File: src/rtl/ldpc_pkg.sv
// ldpc_pkg: shared LDPC decoder types, width derivations and magnitude saturation.
package ldpc_pkg;
  typedef enum logic {COLLECT, EMIT} state_t;
  function automatic int sum_w(input int data_w, input int ext_w);
    return data_w + ext_w;
  endfunction
  function automatic int maxmag(input int data_w);
    return (1 << (data_w - 1)) - 1;
  endfunction
  function automatic logic [31:0] sat_mag(input logic [31:0] mag, input logic [31:0] lim);
    return mag > lim ? lim : mag;
  endfunction
endpackage

File: src/rtl/cnu_sm_conv.sv
// cnu_sm_conv: two's complement sum to {sign, saturated magnitude}, combinational.
module cnu_sm_conv
  import ldpc_pkg::*;
#(
  parameter int DATA_W = 6,
  parameter int SUM_W  = 9
) (
  input  logic [SUM_W-1:0]  q,
  output logic              sgn,
  output logic [DATA_W-2:0] mag
);
  logic [SUM_W-1:0] a;
  // the most negative input negates to itself, which reads correctly as unsigned
  assign a   = q[SUM_W-1] ? -q : q;
  assign sgn = q[SUM_W-1];
  assign mag = (DATA_W-1)'(sat_mag(32'(a), 32'(maxmag(DATA_W))));
endmodule

File: src/rtl/cnu_serial.sv
// cnu_serial: serial min-sum check node unit; OFFSET_MS_EN selects offset min-sum.
module cnu_serial
  import ldpc_pkg::*;
#(
  parameter int DATA_W = 6,
  parameter int EXT_W  = 3,
  parameter int DC     = 6,
`ifdef OFFSET_MS_EN
  parameter int OFFSET = 1,
`endif
  localparam int SUM_W = sum_w(DATA_W, EXT_W),
  localparam int IDX_W = $clog2(DC)
) (
  input  logic              clk,
  input  logic              rst,
  input  logic [SUM_W-1:0]  q_in,
  input  logic              in_valid,
  output logic              in_ready,
  output logic [DATA_W-1:0] r_out,
  output logic [IDX_W-1:0]  r_idx,
  output logic              out_valid,
  input  logic              out_ready,
  output logic              parity_ok
);
  localparam logic [DATA_W-2:0] MAXM = (DATA_W-1)'(maxmag(DATA_W));
  state_t state, state_n;
  logic [IDX_W-1:0] cnt, min_idx;
  logic [DATA_W-2:0] min1, min2, q_mag, m, mo;
  logic [DC-1:0] sgn;
  logic sgn_par, q_sgn, in_beat, out_beat, last, s;
  logic [DATA_W-1:0] r;
  cnu_sm_conv #(.DATA_W(DATA_W), .SUM_W(SUM_W)) u_conv (
    .q  (q_in),
    .sgn(q_sgn),
    .mag(q_mag)
  );
  always_comb begin
    in_ready  = state == COLLECT && !rst;
    out_valid = state == EMIT;
    in_beat   = in_valid && in_ready;
    out_beat  = out_valid && out_ready;
    last      = cnt == IDX_W'(DC - 1);
    state_n   = state == COLLECT ? (in_beat && last ? EMIT : COLLECT)
                                 : (out_beat && last ? COLLECT : EMIT);
    m         = cnt == min_idx ? min2 : min1;
    s         = sgn_par ^ sgn[cnt];
`ifdef OFFSET_MS_EN
    mo        = m > (DATA_W-1)'(OFFSET) ? m - (DATA_W-1)'(OFFSET) : '0;
`else
    mo        = m;
`endif
    r         = s ? -{1'b0, mo} : {1'b0, mo};
    r_out     = out_valid ? r : '0;
    r_idx     = out_valid ? cnt : '0;
    parity_ok = out_valid && !sgn_par;
  end
  always_ff @(posedge clk) begin
    if (rst) begin
      state   <= COLLECT;
      cnt     <= '0;
      min1    <= MAXM;
      min2    <= MAXM;
      min_idx <= '0;
      sgn_par <= 1'b0;
      sgn     <= '0;
    end else begin
      state <= state_n;
      if (in_beat) begin
        sgn[cnt] <= q_sgn;
        sgn_par  <= sgn_par ^ q_sgn;
        cnt      <= last ? '0 : cnt + 1'b1;
        if (q_mag < min1) begin
          min2    <= min1;
          min1    <= q_mag;
          min_idx <= cnt;
        end else if (q_mag < min2) begin
          min2 <= q_mag;
        end
      end
      if (out_beat) begin
        cnt <= last ? '0 : cnt + 1'b1;
        if (last) begin
          min1    <= MAXM;
          min2    <= MAXM;
          sgn_par <= 1'b0;
        end
      end
    end
  end
endmodule

File: config.mk
export PLATFORM = sky130hd
export DESIGN_NAME = cnu_serial
export DESIGN_NICKNAME = d
export VERILOG_FILES = /design/src/rtl/ldpc_pkg.sv /design/src/rtl/cnu_sm_conv.sv /design/src/rtl/cnu_serial.sv
export SDC_FILE = /design/constraint.sdc
export NUM_CORES = 1
export LEC_CHECK = 0
export ABC_AREA = 1
export CAP_MARGIN = 10
export CORE_MARGIN = 2
export CORE_UTILIZATION = 50
export CTS_CLUSTER_DIAMETER = 100
export DETAILED_ROUTE_END_ITERATION = 8
export GPL_TIMING_DRIVEN = 0
export PLACE_DENSITY = 0.8
export SLEW_MARGIN = 0
export SYNTH_ARGS = -nofsm -noshare
export SYNTH_HDL_FRONTEND = slang
export SYNTH_HIERARCHICAL = 1
export SYNTH_SLANG_ARGS = --single-unit
export TNS_END_PERCENT = 5
File: constraint.sdc
create_clock -name clk -period 2.4 [get_ports clk]
set_input_delay 0.48 -clock clk [delete_from_list [all_inputs] [get_ports clk]]
set_output_delay 0.48 -clock clk [all_outputs]
set_load 0.02 [all_outputs]
### Word level (Yosys, flattened, before mapping)

Cells that the tools add are included.

| cells by class | value |
|---|---|
| add/subtract/negate cells | 3 |
| $lt $le $gt $ge | 5 |
| equality and inequality tests | 2 |
| multiplexer cells | 29 |
| bitwise operators | 3 |
| reductions and logical operators | 11 |

Operators by type and width:

| operator | number |
|---|---|
| 2-to-1 mux 5 bit | 11 |
| 2-to-1 mux 3 bit | 4 |
| 2-to-1 mux 6 bit | 2 |
| less-than comparator 5 bit | 2 |
| > comparator 9 x 5 -> 1 bit (second input constant) | 1 |
| 2-to-1 mux 9 bit | 1 |
| negation 9 bit | 1 |
| 2-to-1 mux 1 bit | 8 |
| logical AND 1 bit | 7 |
| bitwise mux 6 bit | 1 |
| negation 5 -> 6 bit | 1 |
| less-than comparator 3 x 4 -> 1 bit (second input constant) | 1 |
| adder 3 x 1 -> 3 bit (second input constant) | 1 |
| binary-select mux 1 bit (select 3 bit) | 1 |
| demux 1 bit (select 3 bit) | 1 |
| equality test 3 bit | 1 |
| equality test 3 bit (second input constant) | 1 |
| greater-or-equal comparator 3 x 1 -> 1 bit (second input constant) | 1 |
| zero test 1 bit | 2 |
| AND reduction 2 bit | 1 |
| nonzero test 2 bit | 1 |
| bitwise XOR 1 bit | 2 |
| inverter 1 bit | 1 |

| word-level totals | value |
|---|---|
| register bits after elaboration | 24 |
| output and inout port bits | 12 |
| logic and storage cells | 60 |

### Depth between registers and ports, before layout

Gate-level depths: netlist of run 1.

| logic depth | value |
|---|---|
| depth after elaboration | 10 |
| mapped depth | 16 |
| mapped depth without buffers | 16 |

### Modules after synthesis

The synthesis of run 1 kept the hierarchy.

Modules (own cells, without submodules):

| module | instances | cells each | area each (um^2) | sequential area each (um^2) |
|---|---|---|---|---|
| cnu_serial | 1 | 250 | 1,711.6 | 480.5 |
| cnu_sm_conv | 1 | 46 | 250.2 | 0.0 |

### Worst setup path after synthesis of run 1

No wires, ideal clock.

| path | value |
|---|---|
| path kind | in2reg |
| start point | in q_in[0] |
| end point | reg min2[2] |
| library setup time | 0.130 ns |
| data arrival time | 2.261 ns |
| data required time | 2.270 ns |
| path slack | 0.009 ns |
| cell stages on the path | 16 |
| path buffers | 1 |
| path through | inv_1 ha_1 nand2_1 nand2_1 nand2_1 nand2_2 nand2_4 nand4_1 ha_1 nand2_1 inv_1 o21ai_2 nand4_2 buf_2 nand3_1 nand3_1 |

| between the ends | value |
|---|---|
| longest elaborated chain between the ends | 10 |
| elaborated cells between the ends (all ways) | 11 |

RTL lines:

| what | RTL line | text |
|---|---|---|
| start, declared | cnu_serial.sv:16 | `input logic [SUM_W-1:0] q_in,` |
| negation 9 bit | cnu_sm_conv.sv:14 | `assign a = q[SUM_W-1] ? -q : q;` |
| 2-to-1 mux 9 bit * | cnu_sm_conv.sv:14 |  |
| > comparator 9 x 5 -> 1 bit | ldpc_pkg.sv:11 | `return mag > lim ? lim : mag;` |
| 2-to-1 mux 5 bit * | ldpc_pkg.sv:11 |  |
| net q_mag[2] | cnu_serial.sv:28 | `logic [DATA_W-2:0] min1, min2, q_mag, m, mo;` |
| less-than comparator 5 bit | cnu_serial.sv:76 | `end else if (q_mag < min2) begin` |
| 2-to-1 mux 5 bit | cnu_serial.sv:76 |  |
| 2-to-1 mux 5 bit * | cnu_serial.sv:72 | `if (q_mag < min1) begin` |
| 2-to-1 mux 5 bit * | cnu_serial.sv:68 | `if (in_beat) begin` |
| 2-to-1 mux 5 bit | cnu_serial.sv:82 | `if (last) begin` |
| 2-to-1 mux 5 bit * | cnu_serial.sv:80 | `if (out_beat) begin` |
| end signal, assigned | cnu_serial.sv:73 | `min2 <= min1;` |
| end signal, assigned | cnu_serial.sv:77 | `min2 <= q_mag;` |
| end, declared | cnu_serial.sv:28 |  |

The timed path passes the listed nets; every way through them passes the cells marked *.
A chain may end at the register's enable or synchronous reset.

### Final worst setup path of run 1

| path | value |
|---|---|
| start point | reg cnt[0] |
| end point | out r_out[1] |

| between the ends | value |
|---|---|
| longest elaborated chain between the ends | 5 |
| elaborated cells between the ends (all ways) | 8 |

RTL lines:

| what | RTL line | text |
|---|---|---|
| start, declared | cnu_serial.sv:27 | `logic [IDX_W-1:0] cnt, min_idx;` |
| start signal, assigned | cnu_serial.sv:71 | `cnt <= last ? '0 : cnt + 1'b1;` |
| start signal, assigned | cnu_serial.sv:81 | `cnt <= last ? '0 : cnt + 1'b1;` |
| equality test 3 bit / binary-select mux 1 bit (select 3 bit) (equally long branches) | cnu_serial.sv:45, cnu_serial.sv:46 |  |
| 2-to-1 mux 5 bit / 2-to-1 mux 1 bit (equally long branches) | cnu_serial.sv:45, cnu_serial.sv:46 |  |
| negation 5 -> 6 bit / bitwise XOR 1 bit (equally long branches) | cnu_serial.sv:52, cnu_serial.sv:46 |  |
| 2-to-1 mux 6 bit * | cnu_serial.sv:52 | `r = s ? -{1'b0, mo} : {1'b0, mo};` |
| 2-to-1 mux 6 bit * | cnu_serial.sv:53 | `r_out = out_valid ? r : '0;` |
| end, declared | cnu_serial.sv:19 | `output logic [DATA_W-1:0] r_out,` |

Mark *: on every way between the ends. The rest lies on a longest branch, timed or not. The select of a mux whose other input is x is not followed.

==> results of run 1 <==
cell type report:
| class | count | area [um2] | share of cell area [%] |
|---|---|---|---|
| buffer | 9 | 76.3 | 2.99 |
| clock buffer | 3 | 41.3 | 1.62 |
| clock inverter | 1 | 30.0 | 1.18 |
| inverter | 45 | 176 | 6.92 |
| multi-input combinational | 218 | 1370 | 53.5 |
| sequential | 24 | 489 | 19.2 |
| tap | 48 | 60.1 | 2.35 |
| timing repair buffer | 35 | 313 | 12.3 |
power by group through the flow:
stage / registers [mW] / logic (mW) / clock network [mW]
global route: 0.490 / 0.963 / 0.382
floorplan: 0.484 / 0.492 / 0
detailed placement: 0.490 / 0.623 / 0
global placement: 0.489 / 0.606 / 0
CTS: 0.483 / 0.755 / 0.368
finish: 0.484 / 0.878 / 0.364
flip-flops by register name, summed over array words and instances, names as in the netlist:
name and flops:
sgn 6, min1 5, min2 5, cnt 3
min_idx 3, out_valid 1, sgn_par 1
repair_timing:
action / CTS / global route
setup endpoints to repair: 19 / 18
gates resized for setup: 44 / 34
gates cloned: 0 / 0
setup buffers: 6 / 6
hold endpoints to repair: 0 / 0
pin swaps: 11 / 19
per-stage QoR:
stage          power (mW)  hold slack (ps)
2_1_floorplan       0.975              441
3_3_place_gp         1.10              452
3_5_place_dp         1.11              462
4_1_cts              1.61              487
5_1_grt              1.84              514
6_report             1.73              490
cells by family after synthesis:
group	Yosys count	share of synthesized area, %
buf+inv	54	12.3
fa+ha+maj	10	6.38
xor+xnor	3	1.72
mux	1	0.510
simple gates	162	42.3
flops	24	24.5
compound gates	42	12.2
cells in the mapped netlist, drive strengths merged:
cell type  instances  share of area [%]
a211oi             3                1.1
a21oi             18                5.0
a311oi             1               0.45
a31oi              2               0.64
buf                8                3.4
clkbuf             1               0.19
dfxtp             24                 24
ha                10                6.4
inv               45                8.7
mux2i              1               0.51
nand2             74                 18
nand3             32                9.3
nand4             18                6.1
nor2              30                7.0
nor3               5                1.3
nor4               2               0.64
o21a               1               0.38
o21ai             16                4.3
o21bai             1               0.38
or2                1               0.32
xnor2              1               0.83
xor2               2               0.89
critical path, stage by stage (launching register included):
cell and delay, ps:
dfxtp_4 390, xnor2_4 250, nand3_4 170, nand2_2 100
nand2_2 90, ha_4 260, o21ai_0 70, a21oi_1 140
buf_4 160
how the worst max path moves through the flow:
stage / startpoint / endpoint / slack (ps)
after global placement: q_in[1] / min2[2] / -770
after CTS: q_in[0] / min2[4] / -230
final: cnt[0] / r_out[1] / 10
after floorplan: q_in[0] / min2[2] / 9
after global routing: q_in[1] / min2[2] / -60
after detailed placement: q_in[1] / min2[2] / -830
routing by layer:
| layer | GRT usage [%] | vias up | share of wire, % |
|---|---|---|---|
| li1 | - | 1066 | - |
| met1 | 31.5 | 962 | 44 |
| met4 | 8.67 | 0 | 1.5 |
| met2 | 39.6 | 75 | 48 |
| met3 | 2.36 | 9 | 5.9 |
| met5 | 0 | - | 0 |
==> metrics.yaml, run 1 <==
reg2reg_slack_ps: 700
cts_tree: "done"
crit_path_end_kind: "output port"
antenna_cells: 0
ir_drop_mv: 0.351
slew_violations: 0
reg2reg_to: "min2[0]"
first_global_vias: 1882
arrival_ps: 1910
drive_above_1_share_pct: 28.1
worst_slack_ps: 14.6
via_per_inst: 5.51
critPathMaxFanout: 6
die_w_um: 66.6
numCtsBuffers: 3
grt_start_max_net_pins: 15
track_usage_pct: 23.7
dpl_cell_area_um2: 2250
hpwl_mm: 3.48
combPwrFrac_pct: 50.9
grt_setup_unrepaired: "true"
p_clk_share_pct: 21.1
dp_slack_ps: -832
dp.cells: 367
area_delta_synth_final_pct: 30.0
slew-limit-headroom_pct: 69.5
worstPathRequired_ps: 1920
cts_sinks: 24
fmax_ghz: 0.419
tns_ps: 0
syn_nets: 319
post_drt_wl_per_cell_um: 13.6
r2r_start: "min1[3]"
synth-seq-cells: 24
postRouteAntennaNets: 0
place_congestion: 0.876
die_h_um: 66.6
fin_crit_sh_pct: 99.4
start_util_pct: 52.8
cts-root-buf: "clkbuf_8"
wirelength_mm: 5.19
hold_violations: 0
stdcell_count: 383
yosysSeqAreaShare_pct: 24.5
portBuffers: 23
setup_viol: 0
first_iter_violations: 229
num_rows: 22
p_int_mw: 1.02
pwr_density_cell_nw_per_um2: 677
drc: 0
worstMarginPinSlew_ps: 458
fp.coreArea_um2: 3720
pwr-share-seq_pct: 28.0
fillers: 295
max-cap-violations: 0
worstHoldPathCells: 2
status: "finished clean"
final_common_cell: "nand2_1"
power_switching_mw: 0.703
first_pass_iters: 4
crit_type: "flip-flop to output port"
utilization_pct: 68.7
overflow: 0
grt_pass1_wl_mm: 8.27
post-route-min-period_ps: 2390
worstHoldStart: "min1[1]"
r2r_cells: 11
syn_inst: 296
ys_warn_count: 6
cts.path.max_buffers: 2
hp-class: "flip-flop to flip-flop"
die_area_um2: 4440
insertion_delay_ps: 270
syn-mean-instance-area_um2: 6.63
hold_buffers: 0
power_leakage_nw: 1.28
layout.nets: 359
stdcell_area_um2: 2550
vias: 2112
antenna_found_initial: 0
cts-htree-levels: 1
final_cell_mix: "51 x nand2_1, 33 x inv_1, 26 x nand3_1, 24 x nor2_1, 21 x dfxtp_1"
clock_skew_ps: 6.24
synth_area_um2: 1960
whs_endpoint: "min1[1]"
synth.distinct_cells: 36
p_sw_share_pct: 40.7
pin_count: 25
clk_pin_slew_ps: 90
critPathLaunchType: "flip-flop"
Note: power is estimated with default switching activity, not from simulation.
==> inputs of run 2 (changes only) <==
RECOVER_POWER = 25   (was not set)
==> run 2 against run 1 <==
Sequential power is essentially flat; first-iteration DRC count shrank 0.44%; routed wire length is essentially flat; non-clock buffer count is the same; hold slack is the same; sequential share of layout area is essentially flat.
==> metrics.yaml, run 2 (synthesized netlist as in run 1, its figures left out) <==
critPathMaxStageDelay_ps: 390
grt_start_max_net_pins: 15
drive_above_1_share_pct: 27.8
cts.path.max_buffers: 2
clk_pin_slew_ps: 90
cts_sinks: 24
arrival_ps: 1910
fillers: 296
multiInputGateArea_um2: 1360
antenna_cells: 0
crit_path_top_delay_cell: "dfxtp_4"
cts_tree: "done"
post_drt_wl_per_cell_um: 13.6
grt_setup_unrepaired: "true"
dp_slack_ps: -832
via_per_inst: 5.52
place_congestion: 0.876
insertion_delay_ps: 270
num_rows: 22
worst_slack_ps: 14.7
max-cap-violations: 0
clock_skew_ps: 6.24
setup_viol: 0
first_pass_iters: 4
pwr_density_cell_nw_per_um2: 677
ir_drop_mv: 0.351
fmax_ghz: 0.419
dp.cells: 367
worstHoldStart: "min1[1]"
first_iter_violations: 228
power_leakage_nw: 1.28
utilization_pct: 68.6
vias: 2114
wirelength_mm: 5.19
final_common_cell: "nand2_1"
hold_violations: 0
first_global_vias: 1882
tns_ps: 0
start_util_pct: 52.8
reg_top3: "sgn x6, min1 x5, min2 x5"
worstPathRequired_ps: 1920
dpl_cell_area_um2: 2250
numCtsBuffers: 3
fp.coreArea_um2: 3720
pin_count: 25
fin_crit_sh_pct: 99.4
totalPowerFinal_mw: 1.73
hpwl_mm: 3.48
postRouteAntennaNets: 0
slew_violations: 0
cts-root-buf: "clkbuf_8"
track_usage_pct: 23.7
antenna_found_initial: 0
crit_type: "flip-flop to output port"
slew-limit-headroom_pct: 69.5
timing.hold.ws_ps: 490
top_register: "sgn"
status: "finished clean"
die_w_um: 66.6
critPathMaxFanout: 6
critPathLaunchType: "flip-flop"
grt_pass1_wl_mm: 8.27
die_h_um: 66.6
drc: 0
overflow: 0
hold_buffers: 0
crit_chain: "xnor2_4 > nand3_4 > nand2_2 > nand2_2 > ha_4 > o21ai_0 > a21oi_1 > buf_4"
post-route-min-period_ps: 2390
portBuffers: 23
r2r_start: "min1[3]"
layout.nets: 359
hp-class: "flip-flop to flip-flop"
largest_reg_flops: 6
stdcell_area_um2: 2550
crit_start: "cnt[0]"
worstMarginPinSlew_ps: 458
cts-htree-levels: 1
seq_area_um2: 489
crit_path_end_kind: "output port"
area_delta_synth_final_pct: 29.9
stdcell_count: 383
crit_path_frequent_cell: "nand2_2"
final_cell_mix: "52 x nand2_1, 33 x inv_1, 26 x nand3_1, 24 x nor2_1, 21 x dfxtp_1"
die_area_um2: 4440
run 2: cell counts in the layout (fill, tap and decap cells not counted):
No cell type changed its count.
run 2: timing repair:
item	4_1_cts	5_1_grt
endpoints found under the hold margin	0	0
setup buffers	6	6
pin swaps	11	19
endpoints found under the setup margin	19	18
resized for setup	44	34
run 2: path summary, 6_finish.rpt:
check,endpoint,slack (ps),cells after the start
worst max-delay path,r_out[1],10,8
worst min-delay path,min1[1],490,2
worst max register to register,min2[0],700,11
worst min register to register,min1[1],490,2
run 2: routing by layer:
metal,global-route usage (%),wire (um),up-vias
li1,-,-,1067
met5,0,0,-
met3,2.36,308,9
met1,31.5,2310,963
met2,39.6,2500,75
met4,8.67,76,0
run 2: cell type report:
type                            instances  area share [%]
Buffer                                  9            2.99
Clock buffer                            3            1.62
Clock inverter                          1            1.18
Inverter                               45            6.92
Multi-Input combinational cell        218            53.5
Sequential cell                        24            19.2
Tap cell                               48            2.36
Timing Repair Buffer                   35            12.3
run 2: worst max-delay path: cells and delay by family (launching register included):
kind	cells	cell delay (ps)
AOI/OAI and AO/OA	2	210
xor gates and xnor gates	1	250
adders and majority gates	1	260
buffers and inverters	1	160
DFF	1	390
and+or+nand+nor	3	360
run 2: where the power goes:
group	switching, mW	internal, mW	total [mW]
sequential	0.0341	0.450	0.484
combinational	0.528	0.350	0.878
clock	0.141	0.223	0.364
total	0.703	1.02	1.73
